===== config.mk =====
export PLATFORM = sky130hd
export DESIGN_NAME = iir_stream_ctrl
export DESIGN_NICKNAME = d
export VERILOG_FILES = /design/src/rtl/iir_stream_ctrl.sv
export SDC_FILE = /design/constraint.sdc
export NUM_CORES = 1
export LEC_CHECK = 0
export BUFFER_PORTS_ARGS = -buffer_cell sky130_fd_sc_hd__buf_2
export CAP_MARGIN = 25
export CORE_ASPECT_RATIO = 1.1
export CORE_UTILIZATION = 47
export CTS_BUF_LIST = sky130_fd_sc_hd__clkbuf_8
export DETAILED_ROUTE_END_ITERATION = 10
export PLACE_DENSITY = 0.89
export SYNTH_ARGS = -nofsm -noshare
export SYNTH_HDL_FRONTEND = slang
export SYNTH_SLANG_ARGS = --single-unit

===== constraint.sdc =====
create_clock -name clk_i -period 2.5 [get_ports clk_i]
set_clock_uncertainty 0.15 [all_clocks]
set_input_delay 0.125 -clock clk_i [delete_from_list [all_inputs] [get_ports clk_i]]
set_output_delay 0.125 -clock clk_i [all_outputs]
set_load 0.01 [all_outputs]

===== src/rtl/iir_stream_ctrl.sv =====
// Stream sequencer for the spike-detector IIR cascade: flushes filter state, masks the
// warm-up transient, holds the last sample across sensor gaps and tags genuine outputs.
module iir_stream_ctrl #(
  parameter int W          = 11,
  parameter int LATENCY    = 3,
  parameter int FLUSH_LEN  = 16,
  parameter int SETTLE_LEN = 32
) (
  input  logic         clk_i,
  input  logic         rst_ni,
  input  logic         start_i,
  input  logic         stop_i,
  input  logic         s_valid_i,
  input  logic [W-1:0] s_data_i,
  output logic         s_ready_o,
  output logic [W-1:0] iir_x_o,
  input  logic [W-1:0] iir_z_i,
  output logic         m_valid_o,
  output logic [W-1:0] m_data_o,
  output logic [1:0]   state_o,
  output logic [7:0]   gap_cnt_o
);

  localparam int CMAX = (FLUSH_LEN > SETTLE_LEN) ? FLUSH_LEN : SETTLE_LEN;
  localparam int CW   = $clog2(CMAX + LATENCY + 2);

  typedef enum logic [2:0] {
    S_IDLE   = 3'd0,
    S_FLUSH  = 3'd1,
    S_SETTLE = 3'd2,
    S_RUN    = 3'd3,
    S_DRAIN  = 3'd4
  } state_e;

  state_e               state_q, state_d;
  logic [CW-1:0]        cnt_q, cnt_d;
  logic [W-1:0]         x_q, x_d;
  logic [7:0]           gap_q, gap_d;
  logic [LATENCY-1:0]   tag_q;
  logic                 tag_in;
  logic                 m_valid_q;
  logic [W-1:0]         m_data_q;

  always_comb begin
    state_d   = state_q;
    cnt_d     = cnt_q;
    x_d       = x_q;
    gap_d     = gap_q;
    tag_in    = 1'b0;
    s_ready_o = 1'b0;
    case (state_q)
      S_IDLE: begin
        x_d = '0;
        if (start_i && !stop_i) begin
          state_d = S_FLUSH;
          cnt_d   = '0;
          gap_d   = '0;
        end
      end
      S_FLUSH: begin
        x_d = '0;
        if (stop_i) begin
          state_d = S_IDLE;
          cnt_d   = '0;
        end else if (cnt_q == CW'(FLUSH_LEN - 1)) begin
          state_d = S_SETTLE;
          cnt_d   = '0;
        end else begin
          cnt_d = cnt_q + 1'b1;
        end
      end
      S_SETTLE, S_RUN: begin
        s_ready_o = 1'b1;
        if (s_valid_i) begin
          x_d    = s_data_i;
          tag_in = (state_q == S_RUN);
          if (state_q == S_SETTLE) begin
            if (cnt_q == CW'(SETTLE_LEN - 1)) begin
              state_d = S_RUN;
              cnt_d   = '0;
            end else begin
              cnt_d = cnt_q + 1'b1;
            end
          end
        end else if (gap_q != 8'hFF) begin
          gap_d = gap_q + 8'd1;
        end
        // A sample offered alongside stop is still taken; stop wins over SETTLE->RUN.
        if (stop_i) begin
          state_d = S_DRAIN;
          cnt_d   = '0;
        end
      end
      S_DRAIN: begin
        if (cnt_q == CW'(LATENCY)) begin
          state_d = S_IDLE;
          cnt_d   = '0;
          x_d     = '0;
        end else begin
          cnt_d = cnt_q + 1'b1;
        end
      end
      default: begin
        state_d = S_IDLE;
        cnt_d   = '0;
        x_d     = '0;
      end
    endcase
  end

  always_ff @(posedge clk_i or negedge rst_ni) begin
    if (!rst_ni) begin
      state_q <= S_IDLE;
      cnt_q   <= '0;
      x_q     <= '0;
      gap_q   <= '0;
    end else begin
      state_q <= state_d;
      cnt_q   <= cnt_d;
      x_q     <= x_d;
      gap_q   <= gap_d;
    end
  end

  // Tag travels alongside the sample so m_valid lines up with its filtered value.
  always_ff @(posedge clk_i or negedge rst_ni) begin
    if (!rst_ni) begin
      tag_q     <= '0;
      m_valid_q <= 1'b0;
      m_data_q  <= '0;
    end else begin
      tag_q[0] <= tag_in;
      for (int i = 1; i < LATENCY; i++) begin
        tag_q[i] <= tag_q[i-1];
      end
      m_valid_q <= tag_q[LATENCY-1];
      m_data_q  <= iir_z_i;
    end
  end

  assign iir_x_o   = x_q;
  assign m_valid_o = m_valid_q;
  assign m_data_o  = m_data_q;
  assign gap_cnt_o = gap_q;
  assign state_o   = (state_q == S_DRAIN) ? 2'd3 : state_q[1:0];

endmodule


## Word-level counts from Yosys, hierarchy flattened

Cells that the tools add are included.

| word-level totals | value |
|---|---|
| register bits | 43 |
| bits of input ports | 27 |
| logic and storage cells | 64 |
| output and inout bits | 34 |

| cells by class | value |
|---|---|
| mux-type cells | 29 |
| reduce and logical (&&, ||, !) cells | 9 |
| equality and inequality tests | 17 |
| add/subtract/negate cells | 2 |

Operators by type and width:

| kind | number |
|---|---|
| two-way mux 6 bit | 8 |
| two-way mux 3 bit | 8 |
| two-way mux 8 bit | 3 |
| case mux 6 bit (4 select lines) | 1 |
| two-way mux 11 bit | 2 |
| case mux 11 bit (2 select lines) | 1 |
| case mux 8 bit (2 select lines) | 1 |
| != test 3 bit (second input constant) | 4 |
| case mux 3 bit (4 select lines) | 1 |
| != test 2 bit (second input constant) | 5 |
| adder 8 x 1 -> 8 bit (second input constant) | 1 |
| != test 8 bit (second input constant) | 1 |
| adder 6 x 1 -> 6 bit (second input constant) | 1 |
| equality test 3 x 2 -> 1 bit (second input constant) | 2 |
| equality test 6 x 2 -> 1 bit (second input constant) | 1 |
| equality test 6 x 4 -> 1 bit (second input constant) | 1 |
| equality test 6 x 5 -> 1 bit (second input constant) | 1 |
| AND reduction 6 bit | 1 |
| AND reduction 4 bit | 1 |
| equality test 3 x 1 -> 1 bit (second input constant) | 1 |
| equality test 3 bit (second input constant) | 1 |
| logical NOT 3 bit | 1 |
| two-way mux 1 bit | 3 |
| AND reduction 3 bit | 1 |
| other kinds (6) | 6 |

## Longest topological paths before layout

Gate-level depths: netlist of run 1.

| logic depth | value |
|---|---|
| word-level depth | 6 |
| gate-level depth with buffers | 7 |
| mapped depth without buffers | 6 |

## Least setup slack after synthesis of run 1

No wires, ideal clock.

| path | value |
|---|---|
| kind | register -> register |
| start | register state_q[0] |
| end | register gap_q[4], in the netlist gap_cnt_o[4] |
| data required time | 2.281 ns |
| setup time | 0.069 ns |
| path slack | 0.174 ns |
| cell stages (with the launch flop) | 8 |
| clock period less this slack | 2.326 ns |
| path buffers | 2 |
| data arrival time | 2.107 ns |
| path through | dfrtp_1 buf_6 or3b_1 mux2_2 or3_1 buf_2 or4_1 nand3_1 |

| on the way | value |
|---|---|
| word-level cells in the longest chain between the ends | 4 |
| elaborated cells on any way between the ends | 10 |
| classes of those cells | eq/ne: 5; mux: 1; reduce/logical: 4 |

Ends and longest elaborated chain:

| item | RTL line | source |
|---|---|---|
| start, declared | 35 | `state_e state_q, state_d;` |
| start signal, assigned | 118 | `state_q <= state_d;` |
| equality test 3 x 2 -> 1 bit | 51 | `case (state_q)` |
| OR reduction 2 bit | 51 |  |
| != test 2 bit (no line) / nonzero test 2 bit (equally long branches) | - |  |
| AND reduction 4 bit (no line) | - |  |
| end signal, assigned | 121 | `gap_q <= gap_d;` |
| end, declared | 38 | `logic [7:0] gap_q, gap_d;` |

Parallel ways exist; a longest one is shown, timed or not.
A chain may end at the register's enable or synchronous reset.

## Worst setup path after layout of run 1

| path | value |
|---|---|
| start | register cnt_q[0] |
| end | register state_q[0] |

| on the way | value |
|---|---|
| word-level cells in the longest chain between the ends | 3 |
| elaborated cells on any way between the ends | 7 |
| classes of those cells | eq/ne: 6; reduce/logical: 1 |

Ends and longest elaborated chain:

| item | RTL line | source |
|---|---|---|
| start, declared | 36 | `logic [CW-1:0] cnt_q, cnt_d;` |
| start signal, assigned | 119 | `cnt_q <= cnt_d;` |
| equality test 6 x 5 -> 1 bit (tied with other cells) | 78 | `if (cnt_q == CW'(SETTLE_LEN - 1)) begin` |
| != test 3 bit (no line) / != test 2 bit (equally long branches) | - |  |
| AND reduction 6 bit (no line) (*) | - |  |

Every way passes the cells marked *; elsewhere a longest branch is shown, timed or not.

==> run_results.csv, run 1 <==
group,metric,value,unit
run_status,status,"finished, final reports clean",
clock_tree,postCtsSetupRepairBufs,0,
logic_synthesis,syn-instance-count,164,
logic_synthesis,synth_flop_cell,"dfrtp_1",
global_routing,antenna_found_initial,0,
drt,ant_nets,0,
timing,worst_slack,0.1899,ns
placed_design,dp.cells,273,
timing,period_minus_slack,2.310,ns
timing,tightest_slew,0.9085,ns
floorplanning,core_area,3684,µm²
timing,fmax,0.4329,GHz
floorplanning,ios,61,
critical_path,crit_arrival,2.38,ns
drt,drc,0,
critical_path,max_stage_delay,0.59,ns
final_layout,final_cell_mix,"buf_2, dfrtp_1, dlygate4sd3_1",
timing,slew_viol_final,0,
drt,drt_wl_total,4.251,mm
logic_synthesis,synth-compound-area-share,0.1424,
global_routing,grtUsageTotal,0.2188,
floorplanning,die_width,61.32,µm
final_layout,syn_to_final_growth,38.17,%
clock_tree,numCtsBuffers,5,
drt,viasPerCell,5.269,
clock_tree,cts_tree,"done",
logic_synthesis,synth.area.mux_share,0.02820,
global_routing,grt_start_max_net_pins,44,
floorplanning,die_area,4124,µm²
power_and_ir_drop,ir_drop,0.0005483,V
timing,slew_headroom,0.3943,
floorplanning,rows,23,
placed_design,pre_cts_slack,0.2265,ns
timing,rsz0062_at_grt,"false",
clock_tree,ctsHoldBuffers,24,
floorplanning,start_util,0.4939,
timing,fin_hold_ws,0.01688,ns
logic_synthesis,synth_nets,193,
clock_tree,cts_buffer_depth,2,
min_path,min_path_type,"primary input to flop",
critical_path,reg2reg_slack,0.19,ns
critical_path,crit_family,"simple AND/OR/NAND/NOR gates",
drt,drt_iter0_drc,64,
critical_path,endpoint_kind,"flop",
timing,finalSetupViolCount,0,
logic_synthesis,seq_area_frac_synth,0.5915,
logic_synthesis,synth_area,1819,µm²
logic_synthesis,synth_top_family_by_area,"simple AND/OR/NAND/NOR gates",
clock_tree,clkSinkCount,43,
placed_design,placed_area,2188,µm²
critical_path,required,2.57,ns
timing,fin_crit_sh,0.9241,
logic_synthesis,synthAdderAreaFrac,0.01376,
power_and_ir_drop,total_power,2.150,mW
timing,hold_violations,0,
logic_synthesis,synth.distinct_cells,36,
final_layout,n_antenna_cell,0,
clock_tree,cts-root-buf,"clkbuf_8",
floorplanning,die_h,67.25,µm
drt,num_vias,1607,
final_layout,utilization,0.6824,
clock_tree,clk_latency,0.28,ns
critical_path,crit_type,"flop to flop",
clock_tree,clk_pin_slew,0.08,ns
drt,routedWlPerCell,13.94,µm
job,cap_violations,0,
critical_path,crit_path_top_delay_cell,"or4b_2",
critical_path,r2r_start,"cnt_q[0]$_DFFE_PN0P_",
logic_synthesis,synth_simple_gate_area_frac,0.1912,
logic_synthesis,synth_xor_area_frac,0.009629,
critical_path,cp-startpoint,"cnt_q[0]$_DFFE_PN0P_",
min_path,hold_start,"stop_i",
placed_design,dp_hpwl,2.536,mm
critical_path,crit_buf_inv,0,
placed_design,gp_congestion,0.8479,
power_and_ir_drop,leakagePower,1.258,nW
critical_path,cp_cell_sequence,"ha_1 > or4b_2 > o21ai_1 > and3_1 > and2b_1 > mux2i_1",
final_layout,final_common_cell,"buf_2",
logic_synthesis,yosysWarnings,0,
clock_tree,htreeDepth,2,
power_and_ir_drop,power_density,855.1,nW/µm²
global_routing,grt_pass1_vias,1447,
final_layout,drive_above_1_share,0.3098,
logic_synthesis,avgSynthCellArea,11.09,µm²
timing,tns,0,ns
final_layout,fin_nets,283,
global_routing,grt_pass1_wl,6.534,mm
logic_synthesis,synth_edf_count,0,
critical_path,cp_max_fo,4,
logic_synthesis,async_flop_share,1.000,
global_routing,overflow,0,
clock_tree,cts_resized,0,
critical_path,cp-start-kind,"flop",
final_layout,finalNonFillerCells,305,
logic_synthesis,synth_seq_cells,43,
final_layout,fin_area,2514,µm²
placed_design,portBuffers,60,
drt,firstDrtPassIters,4,
cells by family (layout without fill, tap and decap cells):
| family | after synthesis | in the layout |
|---|---|---|
| AOI/OAI and AO/OA | 36 | 36 |
| xor gates and xnor gates | 2 | 2 |
| adders and majority gates | 2 | 2 |
| buffers and inverters | 9 | 100 |
| DFF | 43 | 43 |
| muxes | 5 | 5 |
| and+or+nand+nor | 67 | 67 |
final timing paths:
check                                           end  cells past startpoint
max                          state_q[0]$_DFFE_PN0P_                      6
max reg2reg                  state_q[0]$_DFFE_PN0P_                      6
min reg2reg                     m_valid_o$_DFF_PN0_                      0
min in group asynchronous    iir_x_o[4]$_DFFE_PN0P_                      2
min                          state_q[1]$_DFFE_PN0P_                      3
max in group asynchronous  gap_cnt_o[4]$_DFFE_PN0P_                      2
Yosys cell counts (2+ instances only):
cell	count	area, µm²
nor3_1	7	35.03
nand3_1	6	30.03
nand2b_1	5	31.28
and3_1	4	25.02
or4_1	2	15.01
o21ai_1	2	10.01
mux2i_1	4	40.04
o21ai_0	12	60.06
clkbuf_1	4	15.01
o41ai_2	2	32.53
ha_1	2	25.02
nor2_1	16	60.06
nor4b_1	2	17.52
or2_2	2	12.51
a21o_1	2	15.01
inv_1	3	11.26
nand2_1	14	52.55
a21oi_1	4	20.02
dfrtp_1	43	1076
a22o_1	11	96.34
nor3b_1	2	15.01
flip-flops by register name, indices dropped and copies added (netlist names):
signal     count
gap_cnt_o      8
cnt_q          6
m_data_o      11
iir_x_o       11
m_valid_o      1
state_q        3
tag_q          3
layer usage:
| layer | wire length [µm] | share of wire | track usage | vias up |
|---|---|---|---|---|
| met5 | 0 | 0 | 0 | - |
| met4 | 57 | 0.013 | 0.09375 | 0 |
| met3 | 319 | 0.075 | 0.05939 | 6 |
| met2 | 2089 | 0.49 | 0.3465 | 74 |
| met1 | 1784 | 0.42 | 0.2792 | 763 |
| li1 | - | - | - | 764 |
worst reg2reg max path, delay by kind of cell (launching register included):
kind	cells	cell delay, ns
AND/OR/NAND/NOR	3	1.04
multiplexers	1	0.19
flip-flops	1	0.39
AO/OA/AOI/OAI	1	0.24
adder cells (fa/ha/maj)	1	0.22
power by group:
group	total [mW]	switching, mW	leakage (nW)	internal (mW)
sequential	0.951	0.128	0.561	0.823
combinational	0.785	0.420	0.652	0.365
clock	0.413	0.222	0.0453	0.191
total	2.15	0.771	1.26	1.38
final cells by class:
type | count | area (µm²)
multi-input cells | 112 | 700.7
fillers | 281 | 1170
clock buffers | 5 | 68.82
clock inverters | 3 | 16.27
well taps | 50 | 62.56
repair buffers | 89 | 578.1
inverters | 3 | 11.26
flip-flops and latches | 43 | 1076
Power figures use the tool's default switching activity.
==> inputs of run 2 (changes only) <==
- RECOVER_POWER: not set -> 25
==> run_results.csv, run 2 (synthesis results as in run 1) <==
group,metric,value,unit
run_status,status,"finished, final reports clean",
timing,period_minus_slack,2.312,ns
clock_tree,clk_pin_slew,0.08,ns
floorplanning,start_util,0.4939,
placed_design,dp.cells,273,
critical_path,endpoint_kind,"flop",
critical_path,cp_max_fo,4,
clock_tree,clk_latency,0.28,ns
critical_path,crit_type,"flop to flop",
drt,wl_met2,2.087,mm
final_layout,drive_above_1_share,0.2471,
final_layout,final_cell_mix,"buf_2, dfrtp_1, dlygate4sd3_1",
clock_tree,clkSinkCount,43,
timing,slew_headroom,0.3943,
final_layout,finalNonFillerCells,305,
drt,drc,0,
power_and_ir_drop,leakagePower,1.207,nW
power_and_ir_drop,ir_drop,0.0005508,V
drt,drt_wl_total,4.273,mm
placed_design,dp_hpwl,2.536,mm
min_path,hold_depth,3,
critical_path,r2r-end,"state_q[0]$_DFFE_PN0P_",
critical_path,crit_family,"simple AND/OR/NAND/NOR gates",
global_routing,grt_start_max_net_pins,44,
final_layout,final_common_cell,"buf_2",
timing,slew_viol_final,0,
drt,num_vias,1601,
job,cap_violations,0,
global_routing,overflow,0,
clock_tree,cts_buffer_depth,2,
min_path,min_to,"state_q[1]$_DFFE_PN0P_",
global_routing,grt_pass1_vias,1447,
placed_design,gp_congestion,0.8479,
final_layout,n_antenna_cell,0,
timing,tns,0,ns
floorplanning,core_area,3684,µm²
clock_tree,cts_resized,0,
min_path,hold_start,"stop_i",
power_and_ir_drop,power_density,859.4,nW/µm²
critical_path,crit_path_top_delay_cell,"or4b_2",
timing,fin_crit_sh,0.9247,
floorplanning,rows,23,
final_layout,syn_to_final_growth,37.07,%
drt,met3WireLength,331,µm
critical_path,required,2.57,ns
critical_path,reg2regPathDepth,6,
timing,fmax,0.4326,GHz
final_layout,fin_nets,283,
critical_path,cp_cell_sequence,"ha_1 > or4b_2 > o21ai_1 > and3_1 > and2b_1 > mux2i_1",
critical_path,crit_arrival,2.38,ns
floorplanning,die_area,4124,µm²
drt,viasPerCell,5.249,
global_routing,grt_pass1_wl,6.534,mm
critical_path,reg2reg_slack,0.19,ns
timing,tightest_slew,0.9085,ns
global_routing,grtUsageTotal,0.2188,
timing,hold_violations,0,
critical_path,cp-start-kind,"flop",
floorplanning,die_h,67.25,µm
clock_tree,cts_tree,"done",
drt,ant_nets,0,
clock_tree,htreeDepth,2,
timing,finalSetupViolCount,0,
floorplanning,ios,61,
drt,highest_layer,"met4",
floorplanning,die_width,61.32,µm
clock_tree,cts-root-buf,"clkbuf_8",
placed_design,portBuffers,60,
drt,drt_iter0_drc,66,
drt,drt-met1-wl,1.797,mm
drt,firstDrtPassIters,4,
critical_path,max_stage_delay,0.59,ns
critical_path,crit_buf_inv,0,
clock_tree,numCtsBuffers,5,
timing,rsz0062_at_grt,"false",
drt,routedWlPerCell,14.01,µm
critical_path,r2r_start,"cnt_q[0]$_DFFE_PN0P_",
global_routing,antenna_found_initial,0,
min_path,min_path_type,"primary input to flop",
-- run 2: changes by cell type in the layout (fill, tap and decap cells not counted) --
cell	delta
buf_2	-16
clkbuf_1	+16
-- run 2: what timing repair did --
item	in CTS	in global routing
endpoints found under the setup margin	0	0
setup buffers	0	0
hold endpoints to repair	66	0
hold buffers	24	0
-- run 2: where the power goes --
| group | leakage (nW) | total, mW | switching (mW) | internal (mW) |
|---|---|---|---|---|
| logic | 0.601 | 0.778 | 0.421 | 0.357 |
| registers | 0.561 | 0.953 | 0.130 | 0.823 |
| clock network | 0.0453 | 0.412 | 0.221 | 0.191 |
-- run 2: worst max path at each step --
stage                      startpoint                        to  slack (ns)  cells after the start
6_report         cnt_q[0]$_DFFE_PN0P_    state_q[0]$_DFFE_PN0P_        0.19                      6
2_1_floorplan  state_q[0]$_DFFE_PN0P_  gap_cnt_o[4]$_DFFE_PN0P_        0.17                      7
4_1_cts          cnt_q[0]$_DFFE_PN0P_    state_q[0]$_DFFE_PN0P_        0.17                      6
3_5_place_dp     cnt_q[0]$_DFFE_PN0P_    state_q[0]$_DFFE_PN0P_        0.23                      6
3_3_place_gp   state_q[0]$_DFFE_PN0P_  gap_cnt_o[4]$_DFFE_PN0P_        0.26                      5
5_1_grt          cnt_q[0]$_DFFE_PN0P_    state_q[0]$_DFFE_PN0P_        0.08                      6
-- run 2: per-stage QoR --
stage                     area, µm²    util  worst slack (ns)  power (mW)  hold WS [ns]
after floorplan                1819       -            0.1742       1.441       -0.3206
after global placement         2188  0.5941            0.2637       1.688       0.08321
after detailed placement       2188  0.5941            0.2265       1.707       0.08482
after CTS                      2514  0.6824            0.1717       2.152      0.006107
after global routing           2494  0.6770           0.08355       2.294       0.02956
final                          2494  0.6770            0.1881       2.143       0.01684
-- run 2: routing by layer --
metal / global-route usage / vias up
met5: 0 / -
met4: 0.09375 / 0
met3: 0.05939 / 6
met2: 0.3465 / 72
met1: 0.2792 / 758
li1: - / 765
-- run 2: cell type report --
cell class | instances | area, µm²
Sequential cell | 43 | 1076
Multi-Input combinational cell | 112 | 700.7
Fill cell | 288 | 1190
Timing Repair Buffer | 89 | 558.0
Tap cell | 50 | 62.56
Clock inverter | 3 | 16.27
Inverter | 3 | 11.26
Clock buffer | 5 | 68.82
-- run 2: worst reg2reg max path, cell delays in order, from the launching register on --
cell     delay, ns
dfrtp_1       0.39
ha_1          0.22
or4b_2        0.59
o21ai_1       0.24
and3_1        0.23
and2b_1       0.22
mux2i_1       0.19
